==> src/rtl/qupls_fpu_sched.sv <==
// rtl/qupls_fpu_sched.sv - FPU reservation station issue scheduler
// Picks the oldest FP-ready ROB entry relative to head and holds off issue during multicycle ops.
module qupls_fpu_sched #(
  parameter int NENTRY = 16,
  parameter int NDXW   = $clog2(NENTRY),
  parameter int TMO    = 64,
  parameter int TMOW   = $clog2(TMO+1)
) (
  input  logic              clk,
  input  logic              rst,
  input  logic [NDXW-1:0]   head,
  input  logic [NENTRY-1:0] req,
  input  logic [NENTRY-1:0] mc,
  input  logic              available,
  input  logic              fpu_done,
  input  logic              flush,
  output logic [NDXW-1:0]   rndx,
  output logic              rndxv,
  output logic              idle,
  output logic [NENTRY-1:0] issued,
  output logic              tmo_err
);

  typedef enum logic [0:0] {IDLE = 1'b0, WAIT_MC = 1'b1} state_t;

  state_t            state;
  logic [TMOW-1:0]   counter;
  logic [NENTRY-1:0] lastMask;
  logic [NENTRY-1:0] elig;
  logic [2*NENTRY-1:0] dbl;
  logic [NENTRY-1:0] rot;
  logic [NDXW-1:0]   pos;
  logic [NDXW-1:0]   sel;
  logic [NENTRY-1:0] selOh;
  logic              anyElig;

  // Entry granted last cycle is masked while the ROB catches up on clearing its bit.
  assign elig = req & ~lastMask;
  assign dbl  = {elig, elig} >> head;
  assign rot  = dbl[NENTRY-1:0];
  assign anyElig = |rot;

  always_comb begin
    pos = '0;
    for (int i = NENTRY-1; i >= 0; i--)
      if (rot[i]) pos = NDXW'(i);
  end

  assign sel   = head + pos;
  assign selOh = NENTRY'(1) << sel;
  assign idle  = (state == IDLE);

  always_ff @(posedge clk or negedge rst) begin
    if (!rst) begin
      state    <= IDLE;
      rndx     <= '0;
      rndxv    <= 1'b0;
      issued   <= '0;
      tmo_err  <= 1'b0;
      counter  <= '0;
      lastMask <= '0;
    end else if (flush) begin
      state    <= IDLE;
      rndxv    <= 1'b0;
      issued   <= '0;
      tmo_err  <= 1'b0;
      counter  <= '0;
      lastMask <= '0;
    end else begin
      case (state)
        IDLE: begin
          tmo_err <= 1'b0;
          if (available && anyElig) begin
            rndx     <= sel;
            rndxv    <= 1'b1;
            issued   <= selOh;
            lastMask <= selOh;
            if (mc[sel]) begin
              state   <= WAIT_MC;
              counter <= '0;
            end
          end else begin
            rndxv    <= 1'b0;
            issued   <= '0;
            lastMask <= '0;
          end
        end
        WAIT_MC: begin
          rndxv    <= 1'b0;
          issued   <= '0;
          lastMask <= '0;
          counter  <= counter + 1'b1;
          // Completion beats the watchdog when both land together.
          if (fpu_done) begin
            state   <= IDLE;
            counter <= '0;
          end else if (counter == TMOW'(TMO-1)) begin
            state   <= IDLE;
            counter <= '0;
            tmo_err <= 1'b1;
          end
        end
        default: state <= IDLE;
      endcase
    end
  end

endmodule

==> config.mk <==
export PLATFORM = sky130hd
export DESIGN_NAME = qupls_fpu_sched
export DESIGN_NICKNAME = d
export VERILOG_FILES = /design/src/rtl/qupls_fpu_sched.sv
export SDC_FILE = /design/constraint.sdc
export NUM_CORES = 1
export LEC_CHECK = 0
export CAP_MARGIN = 5
export CORE_UTILIZATION = 40
export DETAILED_ROUTE_END_ITERATION = 10
export GPL_ROUTABILITY_DRIVEN = 0
export PLACE_DENSITY = 0.65
export SLEW_MARGIN = 10
export SYNTH_ARGS = -nofsm -noshare
export SYNTH_HDL_FRONTEND = slang
export SYNTH_SLANG_ARGS = --single-unit
==> constraint.sdc <==
create_clock -name clk -period 7.31 [get_ports clk]
set_clock_uncertainty 0.15 [all_clocks]
set_input_delay 1.462 -clock clk [delete_from_list [all_inputs] [get_ports clk]]
set_output_delay 1.462 -clock clk [all_outputs]
set_load 0.01 [all_outputs]
# After elaboration in Yosys (flattened, before gate mapping)
# Cells that the tools add are included.
classes:
  add_sub_neg: 2
  magnitude_cmp: 1
  n_eq_ne: 5
  shifts: 2
  mux: 40
  n_bitwise: 4
  n_reduce_logical: 5
ops:
  columns: ["cell", "count"]
  rows:
  - ["4-bit 2-to-1 mux", 16]
  - ["7-bit 2-to-1 mux", 5]
  - ["16-bit 2-to-1 mux", 2]
  - ["16-bit one-hot mux with 2 select lines", 1]
  - ["32-bit by 4-bit right shift with 16-bit output", 1]
  - ["16-bit bitwise AND", 1]
  - ["16-bit NOT", 1]
  - ["16-bit OR reduction", 1]
  - ["1-bit by 4-bit left shift with 16-bit output (first input constant)", 1]
  - ["7-bit one-hot mux with 2 select lines", 1]
  - ["1-bit 2-to-1 mux", 11]
  - ["3-bit by 2-bit != test with 1-bit output (second input constant)", 3]
  - ["7-bit by 1-bit adder with 7-bit output (second input constant)", 1]
  - ["7-bit by 6-bit == test with 1-bit output (second input constant)", 1]
  - ["1-bit one-hot mux with 2 select lines", 3]
  - ["4-bit by 5-bit less-than comparator with 1-bit output (second input constant)", 1]
  - ["4-bit adder", 1]
  - ["1-bit binary-select mux with 4-bit select", 1]
  - ["2-bit AND reduction", 2]
  - ["3-bit != test (second input constant)", 1]
  - ["3-bit AND reduction", 1]
  - ["1-bit NOT", 2]
  - ["1-bit logical AND", 1]
word_totals:
  register_bits: 30
  inputBits: 41
  output_inout_bits: 23
  elab_cells: 65

# Logic depth before layout (Yosys ltp)
# Gate-level depths: netlist (run 1).
logic_depth:
  word_depth: 26
  depth_mapped: 20

# Worst setup path before layout (run 1)
# OpenSTA, ideal clock, no wires.
synth_timing:
  path_kind: "input-to-reg"
  from: "in head[2]"
  to: "reg counter[4]"
  arrival_ns: 5.627
  required_ns: 7.072
  slack_ns: 1.446
  stages: 17
  path_buffers: 3
  cell_sequence: "buf_4 > inv_2 > buf_2 > mux4_2 > a31oi_1 > o21ai_0 > a21oi_1 > o21ai_0 > a32o_1 > fa_1 > clkbuf_1 > mux4_2 > mux2i_1 > mux2i_1 > and2_1 > a2111o_1 > o221ai_2"
synth_between:
  elab_chain_cells: 22
  elab_cells_between_ends: 25
  classes_between: "add/sub (1); eq/ne (2); shift (1); mux (18); reduce/logical (3)"
synth_lines:
  columns: ["element", "line", "rtl"]
  rows:
  - ["start, declared", "11", "input logic [NDXW-1:0] head,"]
  - ["32-bit by 4-bit right shift with 16-bit output (*)", "39", "assign dbl = {elig, elig} >> head;"]
  - ["4-bit 2-to-1 mux (15 in a row)", "46", "if (rot[i]) pos = NDXW'(i);"]
  - ["4-bit 2-to-1 mux (*)", "46", null]
  - ["4-bit adder (*)", "49", "assign sel = head + pos;"]
  - ["named net sel[1]", "33", "logic [NDXW-1:0] sel;"]
  - ["1-bit binary-select mux with 4-bit select (*)", "78", "if (mc[sel]) begin"]
  - ["1-bit 2-to-1 mux (not written as such) (*)", "78", null]
  - ["3-bit by 2-bit != test with 1-bit output (no line) (*)", null, null]
  - ["2-bit AND reduction (no line) (*)", null, null]
  - ["end signal, assigned", "92", "counter <= counter + 1'b1;"]
  - ["end, declared", "27", "logic [TMOW-1:0] counter;"]
# The timed path passes the listed nets; every way through them passes the cells marked *. The select of a mux whose other input is x is not followed.
# A chain may end at the register's enable or synchronous reset.

# Final worst setup path (run 1)
layout_timing:
  from: "in head[0]"
  to: "reg counter[4]"
layout_between:
  elab_chain_cells: 22
  elab_cells_between_ends: 25
  classes_between: "add/sub (1); eq/ne (2); shift (1); mux (18); reduce/logical (3)"
layout_lines:
  columns: ["element", "line"]
  rows:
  - ["32-bit by 4-bit right shift with 16-bit output", "39"]
  - ["4-bit 2-to-1 mux (16 in a row)", "46"]
  - ["4-bit adder (*)", "49"]
  - ["named net sel[1]", "33"]
  - ["1-bit binary-select mux with 4-bit select (*)", "78"]
  - ["1-bit 2-to-1 mux (not written as such) (*)", "78"]
  - ["3-bit by 2-bit != test with 1-bit output (no line) (*)", null]
  - ["2-bit AND reduction (no line) (*)", null]
# Marks and branches as above.

==> results.yml, run 1 <==
setup_path:
  worstPathCellList: "clkdlybuf4s50_1, buf_4, nand2b_1, o22ai_1, a21o_1, o21ai_0, inv_1, or2_2, a41o_1, a21oi_1, ha_1, fa_1, mux4_2, mux2i_1, mux2i_1, and2_1, a2111o_1, o221ai_2"
  cpPeakStageDelay_ns: 0.90
  start_kind: "input port"
  cp_max_fo: 18
  crit_top_cell: "mux2i_1"
  r2r_end: "counter[4]"
  worst_path_max_delay_cell: "clkdlybuf4s50_1"
  crit_buf_inv: 3
  rr_worst_depth: 14
  required_ns: 7.35
  regToRegSetupSlack_ns: 2.28
  critical_path_class: "input port to flop"
  cp_top_family: "compound AO/OA/AOI/OAI gates"
  r2r-start: "lastMask[10]"
  endpoint_kind: "flop"
  cp_data_arrival_time_ns: 6.77
logic_synthesis:
  netlist_area_sq_mm: 0.00299
  ys_warn_count: 0
  synth_edf_count: 0
  async_reset_ff_frac: 1.00
  synth-seq-cells: 30
  synth-seq-area-share: 0.251
  yosys.cell_types.count: 67
  syn_inst: 346
  ys.flop_type: "dfrtp_1"
  syn_avg_cell_area_sq_um: 8.63
  synth_nets: 392
detailed_routing:
  dr_total_vias: 3028
  wire_per_inst_um: 17.0
  wl_um: 8630
  via_per_inst: 5.97
  firstDrtPassIters: 5
  drcViolationCount: 0
  antenna_left: 0
  drtIter0Drc: 330
clocking:
  cts_setup_buffers: 0
  cts_root_buffer: "clkbuf_8"
  cts_max_path_buffers: 2
  ctsHtreeMaxLevel: 2
  clk_pin_slew_ns: 0.07
  cts_resized: 0
  cts_hold_buf: 0
  cts.sinks: 30
  cts_tree: "yes"
  numCtsBuffers: 5
  clk_latency_ns: 0.28
timing:
  fin_crit_ns: 6.72
  fmax_mhz: 149
  hold_violations: 0
  tightest_slew_ns: 0.676
  fin_ws_ns: 0.587
  fin_crit_sh: 0.920
  rsz0062_at_grt: "false"
  slew_viol_final: 0
  slew_headroom: 0.548
  tns_ns: 0
  setup_violations: 0
placed_design:
  dp_hpwl_um: 6780
  io_buffers: 63
  post-place-ws_ns: 0.374
hold_path:
  min_from: "rndx[3]"
  hold_path_class: "flop to flop"
  min_path_cells: 2
  min_to: "rndx[3]"
die:
  ioPinCount: 64
  die_h_um: 88.4
  die_width_um: 88.4
  die_area_sq_mm: 0.00781
  placeableCoreArea_sq_mm: 0.00721
  initial_core_util: 0.414
  num_rows: 31
power:
  p_comb_frac: 0.464
  leakagePower_nw: 1.52
  switching_share: 0.367
  share_seq_of_total_power: 0.307
  ir_worst_vdd_mv: 0.133
  p_switching_w: 0.000226
  power_frac_clock: 0.229
  p_int_w: 0.000391
  p_per_area_mw_per_mm2: 162
  total_power_w: 0.000617
run_status:
  status: "finished clean"
global_route:
  grt_pass1_wl_um: 13500
  grt_pass1_vias: 2690
  grt_max_degree: 31
  antenna_found_initial: 0
  track_usage: 0.224
  overflow: 0
final_layout:
  syn_to_final_growth_pct: 27.8
  fin_nets: 453
  fill_cells: 700
  n_antenna_cell: 0
  drive_above_1_share: 0.123
run:
  cap_violations: 0
[power by group through the flow]
stage | clock, W | sequential [W] | combinational [W]
floorplan | 0 | 0.000197 | 0.000179
global placement | 0 | 0.000192 | 0.000280
detailed placement | 0 | 0.000192 | 0.000283
CTS | 0.000145 | 0.000189 | 0.000284
global route | 0.000151 | 0.000191 | 0.000309
finish | 0.000141 | 0.000189 | 0.000286
[cell usage in the layout (no fill, tap or decap), types with 7 or more instances in the layout]
| cell type | synthesis | routed |
|---|---|---|
| dfrtp_1 | 30 | 30 |
| nand2b_1 | 24 | 24 |
| inv_1 | 11 | 11 |
| o21ai_0 | 26 | 26 |
| buf_4 | 2 | 9 |
| o22ai_1 | 7 | 7 |
| nand2_1 | 26 | 26 |
| mux2i_1 | 9 | 9 |
| nor2_1 | 20 | 20 |
| a21oi_1 | 19 | 19 |
| nor3_1 | 25 | 25 |
| clkdlybuf4s50_1 | 0 | 63 |
| nor2b_1 | 13 | 13 |
| mux4_2 | 15 | 15 |
[per-layer routing]
metal	global-route usage	up-vias	routed length [um]
li1	-	1432	-
met1	0.314	1445	3940
met2	0.354	142	3950
met3	0.0476	9	643
met4	0.0513	0	96
met5	0	-	0
[per-stage QoR]
| stage | hold slack, ns | std cells | utilization | instance area (sq um) |
|---|---|---|---|---|
| after global routing | 0.374 | 507 | 0.529 | 3810 |
| after detailed placement | 0.322 | 499 | 0.516 | 3720 |
| after floorplan | 0.320 | 346 | - | 2990 |
| after global placement | 0.317 | 499 | 0.516 | 3720 |
| final | 0.329 | 507 | 0.529 | 3810 |
| after CTS | 0.334 | 507 | 0.529 | 3810 |
[registers in the layout, indices dropped and copies added (netlist names)]
signal    flops
lastMask     16
counter       7
rndx          4
rndxv         1
state         1
tmo_err       1
[cells by family (layout without fill, tap and decap cells)]
| logic type | count (synthesis) | in the layout | share of synthesized area |
|---|---|---|---|
| simple gates | 146 | 146 | 0.274 |
| compound gates | 99 | 99 | 0.224 |
| mux | 30 | 30 | 0.166 |
| buf+inv | 32 | 94 | 0.0469 |
| xor+xnor | 4 | 4 | 0.0143 |
| fa+ha+maj | 5 | 5 | 0.0235 |
| flops | 30 | 30 | 0.251 |
[worst reg2reg max path, stage by stage (launching register included)]
cell and delay [ns]:
dfrtp_1 0.42, nand2b_1 0.20, mux4_2 0.55, a31oi_1 0.51
o21ai_0 0.18, a21oi_1 0.16, o21ai_0 0.09, a32o_1 0.32
fa_1 0.79, mux4_2 0.37, mux2i_1 0.19, mux2i_1 0.09
and2_1 0.19, a2111o_1 0.54, o221ai_2 0.19
[cell type report]
type / count / area, sq um / share of cell area
clock buffers: 6 / 82.6 / 0.0216
flip-flops and latches: 30 / 751 / 0.197
clock inverters: 2 / 12.5 / 0.00328
multi-input cells: 284 / 2090 / 0.549
inverters: 14 / 52.6 / 0.0138
well taps: 99 / 124 / 0.0325
repair buffers: 72 / 698 / 0.183
[cell usage after synthesis, types with 3 or more instances]
cell / count / area share
ha_1: 4 / 0.017
clkbuf_1: 10 / 0.013
o21ai_0: 26 / 0.044
buf_2: 4 / 0.0067
nor2b_1: 13 / 0.027
o22ai_1: 7 / 0.015
nand3_1: 6 / 0.010
a21o_1: 5 / 0.013
mux2_2: 6 / 0.023
or3_1: 5 / 0.010
dfrtp_1: 30 / 0.25
nor4_1: 5 / 0.010
mux4_2: 15 / 0.11
nor2_1: 20 / 0.025
o21a_1: 6 / 0.015
inv_1: 11 / 0.014
nor4bb_1: 4 / 0.013
o31ai_1: 3 / 0.0075
nand2b_1: 24 / 0.050
a21oi_1: 19 / 0.032
a31oi_1: 6 / 0.013
mux2i_1: 9 / 0.030
nor3_1: 25 / 0.042
nand2_1: 26 / 0.033
[how the worst max path moves through the flow]
| stage | from | end | slack, ns | cells after the start |
|---|---|---|---|---|
| finish | head[0] | counter[4] | 0.59 | 18 |
| global route | head[0] | counter[3] | 0.25 | 18 |
| CTS | head[0] | counter[4] | 0.65 | 17 |
| detailed placement | head[0] | counter[4] | 0.37 | 17 |
| global placement | head[0] | counter[4] | 0.45 | 17 |
| floorplan | head[2] | counter[4] | 1.45 | 17 |
No activity file was read; power rests on OpenSTA's default activity.
==> run 2, diff against run 1 <==
--- a/config.mk
+++ b/config.mk
@@ -6,10 +6,9 @@
 export NUM_CORES = 1
 export LEC_CHECK = 0
 export CAP_MARGIN = 5
-export CORE_UTILIZATION = 40
+export CORE_UTILIZATION = 35
 export DETAILED_ROUTE_END_ITERATION = 10
 export GPL_ROUTABILITY_DRIVEN = 0
-export PLACE_DENSITY = 0.65
 export SLEW_MARGIN = 10
 export SYNTH_ARGS = -nofsm -noshare
 export SYNTH_HDL_FRONTEND = slang
==> run 2 against run 1 <==
Compared with the run above: fmax rose by 2.4%; power barely moved; largest power group unchanged; highest routed layer unchanged; sequential power hardly changed; worst hold slack improved by 0.020 ns.
==> results.yml, run 2 (synthesized netlist as in run 1, its figures left out) <==
placed_design:
  dp_hpwl_um: 7200
  post-place-ws_ns: 0.479
  io_buffers: 63
detailed_routing:
  firstDrtPassIters: 4
  via_per_inst: 5.92
  drtIter0Drc: 277
  drcViolationCount: 0
  antenna_left: 0
  wire_per_inst_um: 17.7
  wl_um: 9100
  dr_total_vias: 3039
final_layout:
  fin_nets: 453
  final_cell_mix: "clkdlybuf4s50_1 (63), dfrtp_1 (30), nand2_1 (26), o21ai_0 (26), nor3_1 (25)"
  fill_cells: 806
  final-seq-area_sq_um: 751
  syn_to_final_growth_pct: 27.9
  n_antenna_cell: 0
  reg.largest.list: "lastMask (16), counter (7), rndx (4)"
  utilization: 0.465
  layout_commonest_cell: "clkdlybuf4s50_1"
  drive_above_1_share: 0.120
  multiInputGateArea_sq_mm: 0.00209
  largest_register_ffs: 16
  max_flop_register: "lastMask"
global_route:
  overflow: 0
  track_usage: 0.216
  grt_max_degree: 38
  grt_pass1_wl_um: 14900
  grt_pass1_vias: 2930
  antenna_found_initial: 0
setup_path:
  setup.worst_path.start: "head[0]"
  r2r-start: "lastMask[10]"
  cp_top_family: "compound AO/OA/AOI/OAI gates"
  worst_path_max_delay_cell: "fa_1"
  worstPathCellList: "clkdlybuf4s50_1, buf_4, buf_4, mux4_2, a31oi_1, o21ai_0, a21oi_1, o21ai_0, a32o_1, fa_1, mux4_2, mux2i_1, mux2i_1, and2_1, a2111o_1, o221ai_2"
  cpPeakStageDelay_ns: 0.83
  cp_data_arrival_time_ns: 6.61
  critical_path_class: "input port to flop"
  start_kind: "input port"
  endpoint_kind: "flop"
  crit_buf_inv: 3
  required_ns: 7.36
  cp_max_fo: 18
clocking:
  cts_root_buffer: "clkbuf_8"
  cts_setup_buffers: 0
  cts_resized: 0
  clk_latency_ns: 0.28
  cts_max_path_buffers: 2
  cts.sinks: 30
  cts_hold_buf: 0
  clk_pin_slew_ns: 0.06
  numCtsBuffers: 5
  ctsHtreeMaxLevel: 2
  cts_tree: "yes"
timing:
  fin_crit_ns: 6.56
  slew_headroom: 0.567
  fin_ws_ns: 0.746
  rsz0062_at_grt: "false"
  fin_crit_sh: 0.898
  setup_violations: 0
  hold_violations: 0
  fmax_mhz: 152
  slew_viol_final: 0
  fin_hold_ws_ns: 0.350
  tightest_slew_ns: 0.645
  tns_ns: 0
die:
  die_area_sq_mm: 0.00890
  placeableCoreArea_sq_mm: 0.00822
  die_width_um: 94.4
  num_rows: 33
  die_h_um: 94.4
  initial_core_util: 0.363
  ioPinCount: 64
power:
  p_per_area_mw_per_mm2: 162
  power_frac_clock: 0.225
  leakagePower_nw: 1.52
  ir_worst_vdd_mv: 0.127
  p_comb_frac: 0.467
  share_seq_of_total_power: 0.308
  p_switching_w: 0.000226
  p_int_w: 0.000391
  switching_share: 0.366
run:
  cap_violations: 0
run_status:
  status: "finished clean"
hold_path:
  min_from: "rndx[3]"
  hold_path_class: "flop to flop"
## run 2: changes by cell type in the layout (fill, tap and decap cells not counted), sizes merged
cell / before / now
clkinvlp: 1 / 0
clkbuf: 6 / 7
## run 2: cell type report
class,instances,area share
Clock buffer,7,0.0226
Timing Repair Buffer,72,0.183
Multi-Input combinational cell,284,0.548
Sequential cell,30,0.197
Tap cell,105,0.0344
Inverter,14,0.0138
Clock inverter,1,0.00131
## run 2: power groups by stage
stage,Clock (W),Sequential [W],Combinational (W)
global route,0.000150,0.000191,0.000314
CTS,0.000143,0.000190,0.000287
global placement,0,0.000192,0.000283
finish,0.000139,0.000190,0.000288
detailed placement,0,0.000193,0.000286
floorplan,0,0.000197,0.000179
## run 2: worst paths after layout
| check | to | slack [ns] | cells past startpoint |
|---|---|---|---|
| worst max-delay path | counter[4] | 0.75 | 16 |
| worst min-delay path | rndx[3] | 0.35 | 2 |
| worst max register to register | counter[4] | 2.28 | 14 |
| worst min register to register | rndx[3] | 0.35 | 2 |
| max in group asynchronous | lastMask[13] | 5.30 | 2 |
| min in group asynchronous | tmo_err | 1.42 | 2 |
## run 2: per-stage QoR
step / instances / total power, W / area (sq um)
4_1_cts: 513 / 0.000620 / 3820
3_3_place_gp: 505 / 0.000476 / 3730
3_5_place_dp: 505 / 0.000478 / 3730
6_report: 513 / 0.000617 / 3820
2_1_floorplan: 346 / 0.000376 / 2990
5_1_grt: 513 / 0.000655 / 3820
## run 2: worst min-delay path, cell delays in order (launching register included)
cell	delay (ns)
dfrtp_1	0.35
nand2_1	0.05
o21ai_0	0.06
## run 2: routing by layer
metal,routed length (um),global-route usage,vias up
met5,0,0,-
met4,153,0.0654,0
met3,591,0.0338,14
met2,4210,0.339,124
met1,4140,0.306,1467
li1,-,-,1434
==> run 3, diff against run 2 <==
==> constraint.sdc (replaced) <==
create_clock -name clk -period 7.31 [get_ports clk]
set_clock_uncertainty 0.15 [all_clocks]
set_input_delay 0.731 -clock clk [delete_from_list [all_inputs] [get_ports clk]]
set_output_delay 0.731 -clock clk [all_outputs]
set_load 0.01 [all_outputs]
==> run 3 against run 2 <==
Compared with the run above: critical path depth is 1 lower; clock-buffer cell count shrank 1; global-route usage down 0.63 points; clock power is 50% higher; critical path type unchanged; largest cell class unchanged.
==> results.yml, run 3 (synthesized netlist as in run 1, its figures left out) <==
global_route:
  overflow: 0
  grt_max_degree: 39
  grt_pass1_vias: 2814
  grt_pass1_wl_um: 14400
  antenna_found_initial: 0
  track_usage: 0.210
final_layout:
  layout_commonest_cell: "clkdlybuf4s50_1"
  final_cell_area_sq_mm: 0.00384
  max_flop_register: "lastMask"
  drive_above_1_share: 0.114
  reg.largest.list: "lastMask (16), counter (7), rndx (4)"
  largest_register_ffs: 16
  syn_to_final_growth_pct: 28.6
  final_cell_mix: "clkdlybuf4s50_1 (63), dfrtp_1 (30), nand2_1 (26), o21ai_0 (26), nor3_1 (25)"
  fin_nets: 449
  n_antenna_cell: 0
  fill_cells: 786
setup_path:
  required_ns: 7.36
  rr_worst_depth: 14
  critical_path_class: "input port to flop"
  cp_data_arrival_time_ns: 6.27
  start_kind: "input port"
  regToRegSetupSlack_ns: 2.22
  endpoint_kind: "flop"
  r2r_end: "counter[4]"
  r2r-start: "lastMask[10]"
  cp_max_fo: 21
detailed_routing:
  drcViolationCount: 0
  wire_per_inst_um: 17.5
  via_per_inst: 5.88
  antenna_left: 0
  firstDrtPassIters: 5
  dr_total_vias: 2994
  drtIter0Drc: 380
  wl_um: 8900
run:
  cap_violations: 0
clocking:
  cts_tree: "yes"
  cts.sinks: 30
  clk_pin_slew_ns: 0.06
  cts_setup_buffers: 0
  ctsHtreeMaxLevel: 2
  cts_resized: 0
  cts_root_buffer: "clkbuf_8"
  clk_latency_ns: 0.29
  numCtsBuffers: 5
  cts_hold_buf: 0
  cts_max_path_buffers: 2
placed_design:
  place_area_sq_mm: 0.00370
  dp_hpwl_um: 6950
  io_buffers: 63
hold_path:
  min_to: "rndx[3]"
  min_from: "rndx[3]"
  min_path_cells: 2
  hold_path_class: "flop to flop"
run_status:
  status: "finished clean"
timing:
  slew_headroom: 0.444
  tightest_slew_ns: 0.831
  hold_violations: 0
  fmax_mhz: 161
  slew_viol_final: 0
  fin_crit_sh: 0.851
  setup_violations: 0
  tns_ns: 0
  fin_crit_ns: 6.22
  rsz0062_at_grt: "false"
die:
  die_h_um: 94.4
  placeableCoreArea_sq_mm: 0.00822
  die_area_sq_mm: 0.00890
  initial_core_util: 0.363
  num_rows: 33
  ioPinCount: 64
  die_width_um: 94.4
power:
  leakagePower_nw: 1.52
  p_per_area_mw_per_mm2: 178
  ir_worst_vdd_mv: 0.186
## run 3: critical path, cell delays in order
cell and delay (ns):
clkdlybuf4s50_1 0.84, inv_2 0.44, mux4_2 0.63, a31oi_1 0.46, o21ai_0 0.19, a21oi_1 0.17
o21ai_0 0.09, a32o_1 0.31, fa_1 0.81, mux4_2 0.38, mux2i_1 0.19, mux2i_1 0.09
and2_1 0.19, a2111o_1 0.53, o221ai_2 0.20
## run 3: report_power, final
part | total (W) | internal (W) | switching (W)
Clock | 0.000208 | 0.000145 | 0.0000628
Sequential | 0.000190 | 0.000180 | 0.00000950
Combinational | 0.000285 | 0.000133 | 0.000152
## run 3: area by class of cell
class                           instances  area (sq um)  share of cell area
Clock buffer                            6          82.6              0.0215
Clock inverter                          2          60.1              0.0156
Inverter                               14          52.6              0.0137
Multi-Input combinational cell        284          2090               0.545
Sequential cell                        30           751               0.196
Tap cell                              105           131              0.0342
Timing Repair Buffer                   68           668               0.174
## run 3: per-stage QoR
stage / worst slack (ns) / hold WS (ns) / utilization / std cells / total power [W]
after global routing: 0.783 / 0.382 / 0.467 / 509 / 0.000722
after detailed placement: 0.944 / 0.326 / 0.450 / 501 / 0.000474
after CTS: 1.21 / 0.336 / 0.467 / 509 / 0.000685
after floorplan: 2.18 / 0.285 / - / 346 / 0.000376
final: 1.09 / 0.340 / 0.467 / 509 / 0.000683
after global placement: 1.03 / 0.317 / 0.450 / 501 / 0.000473
## run 3: worst max-delay path by stage
stage	start	to	slack, ns	cells past startpoint
2_1_floorplan	head[2]	counter[4]	2.18	17
3_3_place_gp	head[0]	counter[4]	1.03	15
3_5_place_dp	head[0]	counter[4]	0.94	15
4_1_cts	head[2]	counter[4]	1.21	15
5_1_grt	head[2]	counter[4]	0.78	16
6_report	head[2]	counter[4]	1.09	15
## run 3: layer usage
metal | up-vias | track usage | wire length (um)
li1 | 1421 | - | -
met1 | 1400 | 0.285 | 3880
met2 | 151 | 0.330 | 4080
met3 | 22 | 0.0515 | 795
met4 | 0 | 0.0628 | 142
met5 | - | 0 | 0
